## config.mk

```make
export PLATFORM = sky130hd
export DESIGN_NAME = reg_wr_arbiter
export DESIGN_NICKNAME = d
export VERILOG_FILES = /design/src/rtl/reg_wr_arbiter_pkg.sv /design/src/rtl/reg_wr_arbiter_register.sv /design/src/rtl/reg_wr_arbiter.sv
export SDC_FILE = /design/constraint.sdc
export NUM_CORES = 1
export LEC_CHECK = 0
export BUFFER_PORTS_ARGS = -buffer_cell sky130_fd_sc_hd__buf_2
export CORE_MARGIN = 5
export CORE_UTILIZATION = 32
export DETAILED_ROUTE_END_ITERATION = 8
export PLACE_DENSITY_LB_ADDON = 0.05
export SYNTH_ARGS = -nofsm -noshare
export SYNTH_HDL_FRONTEND = slang
export SYNTH_SLANG_ARGS = --single-unit
```

## constraint.sdc

```tcl
create_clock -name clk -period 2.7 [get_ports clk]
set_input_delay 0.135 -clock clk [delete_from_list [all_inputs] [get_ports clk]]
set_output_delay 0.135 -clock clk [all_outputs]
set_load 0.02 [all_outputs]
```

## src/rtl/reg_wr_arbiter_pkg.sv

```systemverilog
// reg_wr_arbiter_pkg: FSM state type and default sizes shared by the register write arbiter.
package reg_wr_arbiter_pkg;
    typedef enum logic [1:0] {IDLE, GRANT, LOCK} arb_state_e;
    localparam int NREQ_DEF  = 4;
    localparam int WIDTH_DEF = 32;
endpackage

```

## src/rtl/reg_wr_arbiter_register.sv

```systemverilog
// reg_wr_arbiter_register: enabled register with async active-high clear.
module reg_wr_arbiter_register
    import reg_wr_arbiter_pkg::*;
#(
    parameter int WIDTH = WIDTH_DEF
) (
    input  logic             clk,
    input  logic             rst,
    input  logic             en_i,
    input  logic [WIDTH-1:0] d_i,
    output logic [WIDTH-1:0] q_o
);
    logic [WIDTH-1:0] q_q;
    always_ff @(posedge clk or posedge rst) begin
        if (rst) q_q <= '0;
        else if (en_i) q_q <= d_i;
    end
    assign q_o = q_q;
endmodule

```

## src/rtl/reg_wr_arbiter.sv

```systemverilog
// reg_wr_arbiter: round-robin arbiter granting one requester at a time write access to a shared register,
// with an optional lock that keeps the grant across consecutive writes.
module reg_wr_arbiter
    import reg_wr_arbiter_pkg::*;
#(
    parameter int NREQ  = NREQ_DEF,
    parameter int WIDTH = WIDTH_DEF
) (
    input  logic                     clk,
    input  logic                     rst,
    input  logic [NREQ-1:0]          req_i,
    input  logic [NREQ-1:0]          lock_i,
    input  logic [NREQ*WIDTH-1:0]    wdata_i,
    output logic [NREQ-1:0]          gnt_o,
    output logic [$clog2(NREQ)-1:0]  owner_o,
    output logic                     busy_o,
    output logic                     wr_o,
    output logic [WIDTH-1:0]         q_o
);
    localparam int OW = $clog2(NREQ);
    arb_state_e      state_q, state_d;
    logic [NREQ-1:0] gnt_q, gnt_d, rot, onehot;
    logic [OW-1:0]   owner_q, owner_d, rr_ptr_q, rr_ptr_d, off, win;
    logic [2*NREQ-1:0] dbl;
    logic [OW:0]     sum;
    logic            own_req, own_lock, start, rel;
    assign own_req  = req_i[owner_q];
    assign own_lock = lock_i[owner_q];
    // Rotate requests so rr_ptr sits at bit 0, take the lowest set bit, then rotate the index back.
    always_comb begin
        dbl = {req_i, req_i} >> rr_ptr_q;
        rot = dbl[NREQ-1:0];
        off = '0;
        for (int i = NREQ - 1; i >= 0; i--) if (rot[i]) off = OW'(i);
        sum = {1'b0, rr_ptr_q} + {1'b0, off};
        win = (sum >= (OW+1)'(NREQ)) ? OW'(sum - (OW+1)'(NREQ)) : sum[OW-1:0];
        onehot = {{(NREQ-1){1'b0}}, 1'b1} << win;
    end
    always_ff @(posedge clk or posedge rst) begin
        if (rst) begin
            state_q  <= IDLE;
            gnt_q    <= '0;
            owner_q  <= '0;
            rr_ptr_q <= '0;
        end else begin
            state_q  <= state_d;
            gnt_q    <= gnt_d;
            owner_q  <= owner_d;
            rr_ptr_q <= rr_ptr_d;
        end
    end
    always_comb begin
        state_d = (state_q == IDLE) ? (|req_i ? GRANT : IDLE) : ((own_req && own_lock) ? LOCK : IDLE);
    end
    always_comb begin
        busy_o   = state_q != IDLE;
        wr_o     = busy_o && own_req;
        start    = state_q == IDLE && |req_i;
        rel      = busy_o && state_d == IDLE;
        gnt_d    = start ? onehot : rel ? '0 : gnt_q;
        owner_d  = start ? win : rel ? '0 : owner_q;
        rr_ptr_d = rel ? ((owner_q == OW'(NREQ - 1)) ? '0 : owner_q + 1'b1) : rr_ptr_q;
    end
    assign gnt_o   = gnt_q;
    assign owner_o = owner_q;
    reg_wr_arbiter_register #(.WIDTH(WIDTH)) register (
        .clk  (clk),
        .rst  (rst),
        .en_i (wr_o),
        .d_i  (wdata_i[owner_q*WIDTH +: WIDTH]),
        .q_o  (q_o)
    );
endmodule

```

==> reports/summary.txt, run 1 <==
Design Power -> 0.00441 W
count of cell types in the netlist -> 29
Slew @ Worst Pin -> 0.880 ns
drt pass-1 iters -> 4
most common cell after layout, fill and taps aside -> buf_2
crit end category -> output port
crit share post-route -> 82.6%
worst-path cell chain -> mux4_2 -> nand2_4 -> inv_1 -> buf_2
initial drt markers -> 28
Mapped Cells -> 175
MaxCap Viol Count -> 0
part of the Yosys area used for sequential elements -> 38.5%
initial antenna violation count -> 0
die area -> 10,500 um2
per-cell routed wire length -> 16.6 um
Worst EP required -> 2.57 ns
DR vias -> 2,192
Most used DFF post-synth -> dfrtp_1
Slew Viols, Final -> 0
area of the multi-input gates -> 1530 um2
vias in the first global route -> 2,374
Final Cell Area -> 3770 um2
#FFs+latches synth -> 42
P&R area growth vs syn -> 38.1%
CTS root buf -> clkbuf_8
GRT Overall Usage -> 14.1%
drc violations -> 0
Hold WC Path Type -> in2async
CTS clk-pin slew, worst paths -> 0.08 ns
pin count of the biggest net entering global routing -> 43
fillcell total -> 793
CTS tree -> built
starting density of the core -> 33.0%
Longest Clk Path Bufs -> 2
Placement Cell Area -> 3650 um2
synthesized net count -> 315
grt ovf -> 0
worst clock skew -> 0.00593 ns
final core occ -> 45.6%
Fin Setup TNS -> 0 ns
synthesized area per cell -> 15.6 um2
DR WL met2 -> 3.58 mm
Async SR Flop Fraction -> 100%
# clock sinks -> 42
vias per inst -> 4.84
Placer Congestion -> 0.767
FF/Latch Area -> 1050 um2
io pins -> 178
YS warnings -> 0
Register-to-Register Setup Slack -> 0.64 ns
Max-slew headroom -> 41.2%
n_diodes -> 0
port bufs -> 177
Die Ht -> 102 um
Pleak -> 1.89 nW
core area -> 8260 um2
Layout Nets -> 487
status -> completed
crit-path max cell delay -> 0.58 ns
Detailed Place HPWL -> 5.90 mm
Row Count -> 33
most frequent cells in the layout -> buf_2 (177), dfrtp_1 (41), mux4_2 (34), mux2_4 (29), nor2_1 (11)
slowest CP cell -> dfrtp_2
wire length on met3 -> 839 um
maximum fanout along the worst path -> 33
Setup Buffers After CTS -> 0
Crit Path Class -> reg2out
CTS Hold Buffers Added -> 0
Cell Area, Synth -> 2730 um2
CTS H-Tree Depth -> 2
Startpoint Class -> flip-flop
M1 WL -> 3.02 mm
# setup viols final -> 0
share of layout cells above drive strength 1 -> 74.1%
Clk Latency, worst-skew pair -> 0.29 ns
WL final -> 7.52 mm
Worst VDD drop -> 0.645 mV
Fin. Hold Viols -> 0
post-route minimum period -> 2.23 ns
Post-synth EDFFs -> 0
post-cts sizing count -> 0
uppermost routed layer -> met4
CP Buf/Inv Count -> 2
Top delay family on crit path -> flip-flops
die width -> 102 um
max frequency -> 448 MHz
unrepaired setup endpoints after global routing -> no
first-pass GRT wire length -> 11.4 mm
Pwr Density -> 1170 nW/um2
CTS buffer count -> 5
post-route ant nets -> 0
WP data arrival -> 2.10 ns
routing by layer:
layer	vias up	track usage, %
li1	1029	-
met1	1045	17.5
met2	111	23.8
met3	7	4.10
met4	0	4.24
met5	-	0
flip-flops by register name, indices dropped and copies added (netlist names):
signal        count
state_q           2
gnt_o             4
register.q_o     32
rr_ptr_q          2
owner_o           2
path summary, 6_finish.rpt:
kind	from	depth (start not counted)	to
max	owner_o[0]	4	wr_o
min	rst	2	register.q_o[17]
max reg2reg	owner_o[0]	3	register.q_o[15]
min reg2reg	gnt_o[2]	2	gnt_o[2]
max in group asynchronous	rst	2	owner_o[0]
min in group clk	wdata_i[69]	3	register.q_o[5]
power breakdown:
group	internal (W)	switching, W	leakage (nW)
logic	0.00143	0.00130	1.33
clock network	0.000302	0.000211	0.0585
registers	0.000956	0.000216	0.501
synthesized netlist by cell type, types with 2 or more instances:
| library cell | instances | area, um2 |
|---|---|---|
| o21ai_0 | 3 | 15.0 |
| clkbuf_1 | 2 | 7.51 |
| nor3_1 | 3 | 15.0 |
| nor2_1 | 11 | 41.3 |
| xnor2_1 | 2 | 17.5 |
| buf_6 | 2 | 22.5 |
| buf_2 | 6 | 30.0 |
| nand2b_1 | 2 | 12.5 |
| mux2_4 | 29 | 435 |
| inv_1 | 6 | 22.5 |
| and3_1 | 2 | 12.5 |
| buf_12 | 3 | 60.1 |
| ha_1 | 2 | 25.0 |
| nand2_1 | 8 | 30.0 |
| o32ai_1 | 2 | 17.5 |
| dfrtp_1 | 42 | 1050 |
| mux2_2 | 5 | 56.3 |
| mux4_2 | 34 | 766 |
metrics by stage:
stage / hold slack (ns) / setup WS, ns / cells
after global placement: 0.391 / 0.646 / 445
after detailed placement: 0.388 / 0.618 / 445
after floorplan: 0.378 / 0.787 / 175
final: 0.0255 / 0.470 / 453
after CTS: 0.0669 / 0.429 / 453
after global routing: 0.110 / 0.340 / 453
kinds of logic after synthesis:
logic type               synth area share, %
buffers and inverters                   5.36
adder cells (fa/ha/maj)                0.917
AO/OA/AOI/OAI                           3.76
flip-flops                              38.5
XOR/XNOR                               0.642
AND/OR/NAND/NOR                         4.72
multiplexers                            46.1
final cells by class:
class                      count  share of cell area (%)
multi-input combinational    113                    40.7
timing repair buffer         179                    24.2
sequential                    42                    27.9
clock buffer                   7                    2.29
inverter                       6                   0.598
clock inverter                 1                   0.797
tap                          105                    3.49
Power figures use the tool's default switching activity.
==> run 2, diff against run 1 <==
--- a/config.mk
+++ b/config.mk
@@ -5,6 +5,7 @@
 export SDC_FILE = /design/constraint.sdc
 export NUM_CORES = 1
 export LEC_CHECK = 0
+export ABC_AREA = 1
 export BUFFER_PORTS_ARGS = -buffer_cell sky130_fd_sc_hd__buf_2
 export CORE_MARGIN = 5
 export CORE_UTILIZATION = 32
==> constraint.sdc (replaced) <==
create_clock -name clk -period 2.3 [get_ports clk]
set_input_delay 0.115 -clock clk [delete_from_list [all_inputs] [get_ports clk]]
set_output_delay 0.115 -clock clk [all_outputs]
set_load 0.02 [all_outputs]
==> reports/summary.txt, run 2 <==
most common cell after layout, fill and taps aside -> buf_2
most frequent cells in the layout -> buf_2 (177), nand2_1 (127), nor2_1 (74), o21ai_0 (64), dfrtp_1 (41)
Cell Area, Synth -> 2760 um2 (+1.0%)
Mapped Cells -> 415 (+140%)
Row Count -> 33 (unchanged)
Critical Path Most Common Cell -> inv_4
die width -> 103 um (+0.45%)
dominant cell by count in the synthesized netlist -> nand2_1
Pwr Density -> 1400 nW/um2 (+20%)
hold path start -> wdata_i[15]
slowest CP cell -> dfrtp_2
status -> completed
# clock sinks -> 42 (unchanged)
Crit Reg-Reg Startpoint -> rr_ptr_q[0]
top cells by instance count after synthesis -> nand2_1 (127), nor2_1 (74), o21ai_0 (64), dfrtp_1 (42), o22ai_1 (32)
max reg flops -> 32 (unchanged)
# setup viols final -> 0 (unchanged)
CTS root buf -> clkbuf_8
DR vias -> 3,351 (+53%)
Worst EP required -> 2.18 ns (-0.39 ns)
io pins -> 178 (unchanged)
Register-to-Register Setup Slack -> 0.44 ns (-0.20 ns)
Worst Slack Setup Final -> 0.333 ns (-0.137 ns)
starting density of the core -> 33.2% (+0.17 points)
Hold WC Path Type -> in2reg
final hold slack -> 0.192 ns (+0.166 ns)
Placer Congestion -> 0.771 (+0.46%)
initial drt markers -> 136 (+390%)
synthesized area per cell -> 6.64 um2 (-57%)
CTS tree -> built
P&R area growth vs syn -> 37.8%
Fin Setup TNS -> 0 ns (unchanged)
RR Endpoint -> owner_o[1]
#FFs+latches synth -> 42 (unchanged)
CTS buffer count -> 5 (unchanged)
Pleak -> 2.12 nW (+12%)
Final Cell Area -> 3800 um2 (+0.83%)
synthesized net count -> 555 (+76%)
top cell type by total area after synthesis -> dfrtp_1
first-pass GRT wire length -> 15.2 mm (+33%)
crit-path max cell delay -> 0.45 ns (-0.13 ns)
WL final -> 9.50 mm (+26%)
Hold EP -> register.q_o[15]
die area -> 10,600 um2 (+0.91%)
Crit Path Class -> reg2out
Clk Latency, worst-skew pair -> 0.29 ns (about the same)
drc violations -> 0 (unchanged)
part of the Yosys area used for sequential elements -> 38.1% (-0.38 points)
post-route minimum period -> 1.97 ns
initial antenna violation count -> 0 (unchanged)
fin cells -> 687 (+52%)
WP depth -> 6 (+2)
Yosys top cell area share -> 38.1% (-0.38 points)
MaxCap Viol Count -> 0 (unchanged)
placed insts -> 678 (+52%)
pin count of the biggest net entering global routing -> 41 (-4.7%)
Slew @ Worst Pin -> 0.659 ns (-0.222 ns)
core area -> 8300 um2 (+0.50%)
YS warnings -> 0 (unchanged)
Layout Nets -> 721 (+48%)
vias in the first global route -> 3,280 (+38%)
vias per inst -> 4.88 (+0.80%)
n_diodes -> 0 (unchanged)
Fin. Hold Viols -> 0 (unchanged)
Async SR Flop Fraction -> 100% (unchanged)
Hold Crit Depth -> 5
max frequency -> 508 MHz
Most used DFF post-synth -> dfrtp_1
r2r worst-path depth -> 13 (+10)
Place WS -> 0.478 ns (-0.140 ns)
port bufs -> 177 (unchanged)
per-cell routed wire length -> 13.8 um (-17%)
CTS clk-pin slew, worst paths -> 0.08 ns (about the same)
Worst VDD drop -> 0.653 mV (+1.2%)
crit share post-route -> 85.5%
fillcell total -> 891 (+12%)
Placement Cell Area -> 3680 um2 (+0.79%)
GRT Overall Usage -> 17.9% (+3.8 points)
maximum fanout along the worst path -> 33 (unchanged)
drt pass-1 iters -> 4 (unchanged)
post-route ant nets -> 0 (unchanged)
Synth area leaders -> dfrtp_1 (38%), nand2_1 (17%), o21ai_0 (12%)
grt ovf -> 0 (unchanged)
Longest Clk Path Bufs -> 2 (unchanged)
count of cell types in the netlist -> 24 (-17%)
Detailed Place HPWL -> 7.16 mm (+21%)
WP data arrival -> 1.85 ns (-0.25 ns)
crit end category -> output port
Die Ht -> 103 um (+0.45%)
Slew Viols, Final -> 0 (unchanged)
Max-slew headroom -> 56.0% (+15 points)
Post-synth EDFFs -> 0 (unchanged)
CP Buf/Inv Count -> 3 (+1)
worst clock skew -> 0.00671 ns (+0.000778 ns)
unrepaired setup endpoints after global routing -> no
share of layout cells above drive strength 1 -> 35.6% (-39 points)
Top delay family on crit path -> buffers and inverters
CTS H-Tree Depth -> 2 (unchanged)
Startpoint Class -> flip-flop
worst-path cell chain -> inv_4 -> nor2_1 -> o21ai_2 -> nand2_2 -> inv_4 -> buf_2
## run 2: cell count changes after synthesis, sizes merged, moves of 20 or more
cell and delta:
mux4 -34, o21ai +67, nand3 +20, nand2 +120, nor2 +64, mux2 -34
o22ai +32
## run 2: stage by stage
stage	utilization, %	total power, W
2_1_floorplan	-	0.00387
3_3_place_gp	44.3	0.00477
3_5_place_dp	44.3	0.00482
4_1_cts	45.8	0.00541
5_1_grt	45.8	0.00591
6_report	45.8	0.00532
## run 2: logic make-up (layout without fill, tap and decap cells)
group	count (synthesis)	in the layout	synth area share, %
AO/OA/AOI/OAI	104	104	20.7
XOR/XNOR	1	1	0.318
flip-flops	42	42	38.1
buffers and inverters	41	208	7.85
adder cells (fa/ha/maj)	2	2	0.908
AND/OR/NAND/NOR	225	225	32.1
## run 2: repair_timing
| action | CTS | global route |
|---|---|---|
| setup buffers | 0 | 0 |
| hold buffers | 1 | 0 |
| hold endpoints to repair | 30 | 0 |
| resized for setup | 0 | 0 |
| setup endpoints to repair | 0 | 0 |
## run 2: layout make-up
type / count / area [um2] / area share, %
Clock inverter: 3 / 40.0 / 1.05
Inverter: 13 / 53.8 / 1.42
Clock buffer: 5 / 68.8 / 1.81
Sequential cell: 42 / 1050 / 27.7
Multi-Input combinational cell: 332 / 1490 / 39.2
Timing Repair Buffer: 187 / 963 / 25.4
Tap cell: 105 / 131 / 3.46
## run 2: how the worst max path moves through the flow
stage | from | end | slack, ns
3_5_place_dp | rr_ptr_q[0] | owner_o[1] | 0.48
3_3_place_gp | rr_ptr_q[0] | owner_o[1] | 0.55
6_report | owner_o[0] | wr_o | 0.33
2_1_floorplan | rr_ptr_q[0] | gnt_o[2] | 0.69
4_1_cts | owner_o[0] | wr_o | 0.28
5_1_grt | owner_o[0] | wr_o | 0.16
## run 2: per-layer routing
layer	track usage (%)	part of all wire, %	vias up
li1	-	-	1700
met4	3.69	0.87	0
met3	4.06	9.5	8
met2	30.6	46	135
met5	0	0	-
met1	23.2	43	1508
## run 2: power breakdown
group	internal, W	total (W)	switching [W]
clock	0.000319	0.000568	0.000249
combinational	0.00113	0.00344	0.00231
sequential	0.00111	0.00131	0.000201
total	0.00256	0.00532	0.00276
## run 2: worst register-to-register path, delay by kind of cell (launching register included)
family	cells	cell delay [ns]
buffers and inverters	2	0.14
adder cells (fa/ha/maj)	1	0.19
flip-flops	1	0.46
AO/OA/AOI/OAI	1	0.17
AND/OR/NAND/NOR	8	0.67
XOR/XNOR	1	0.13
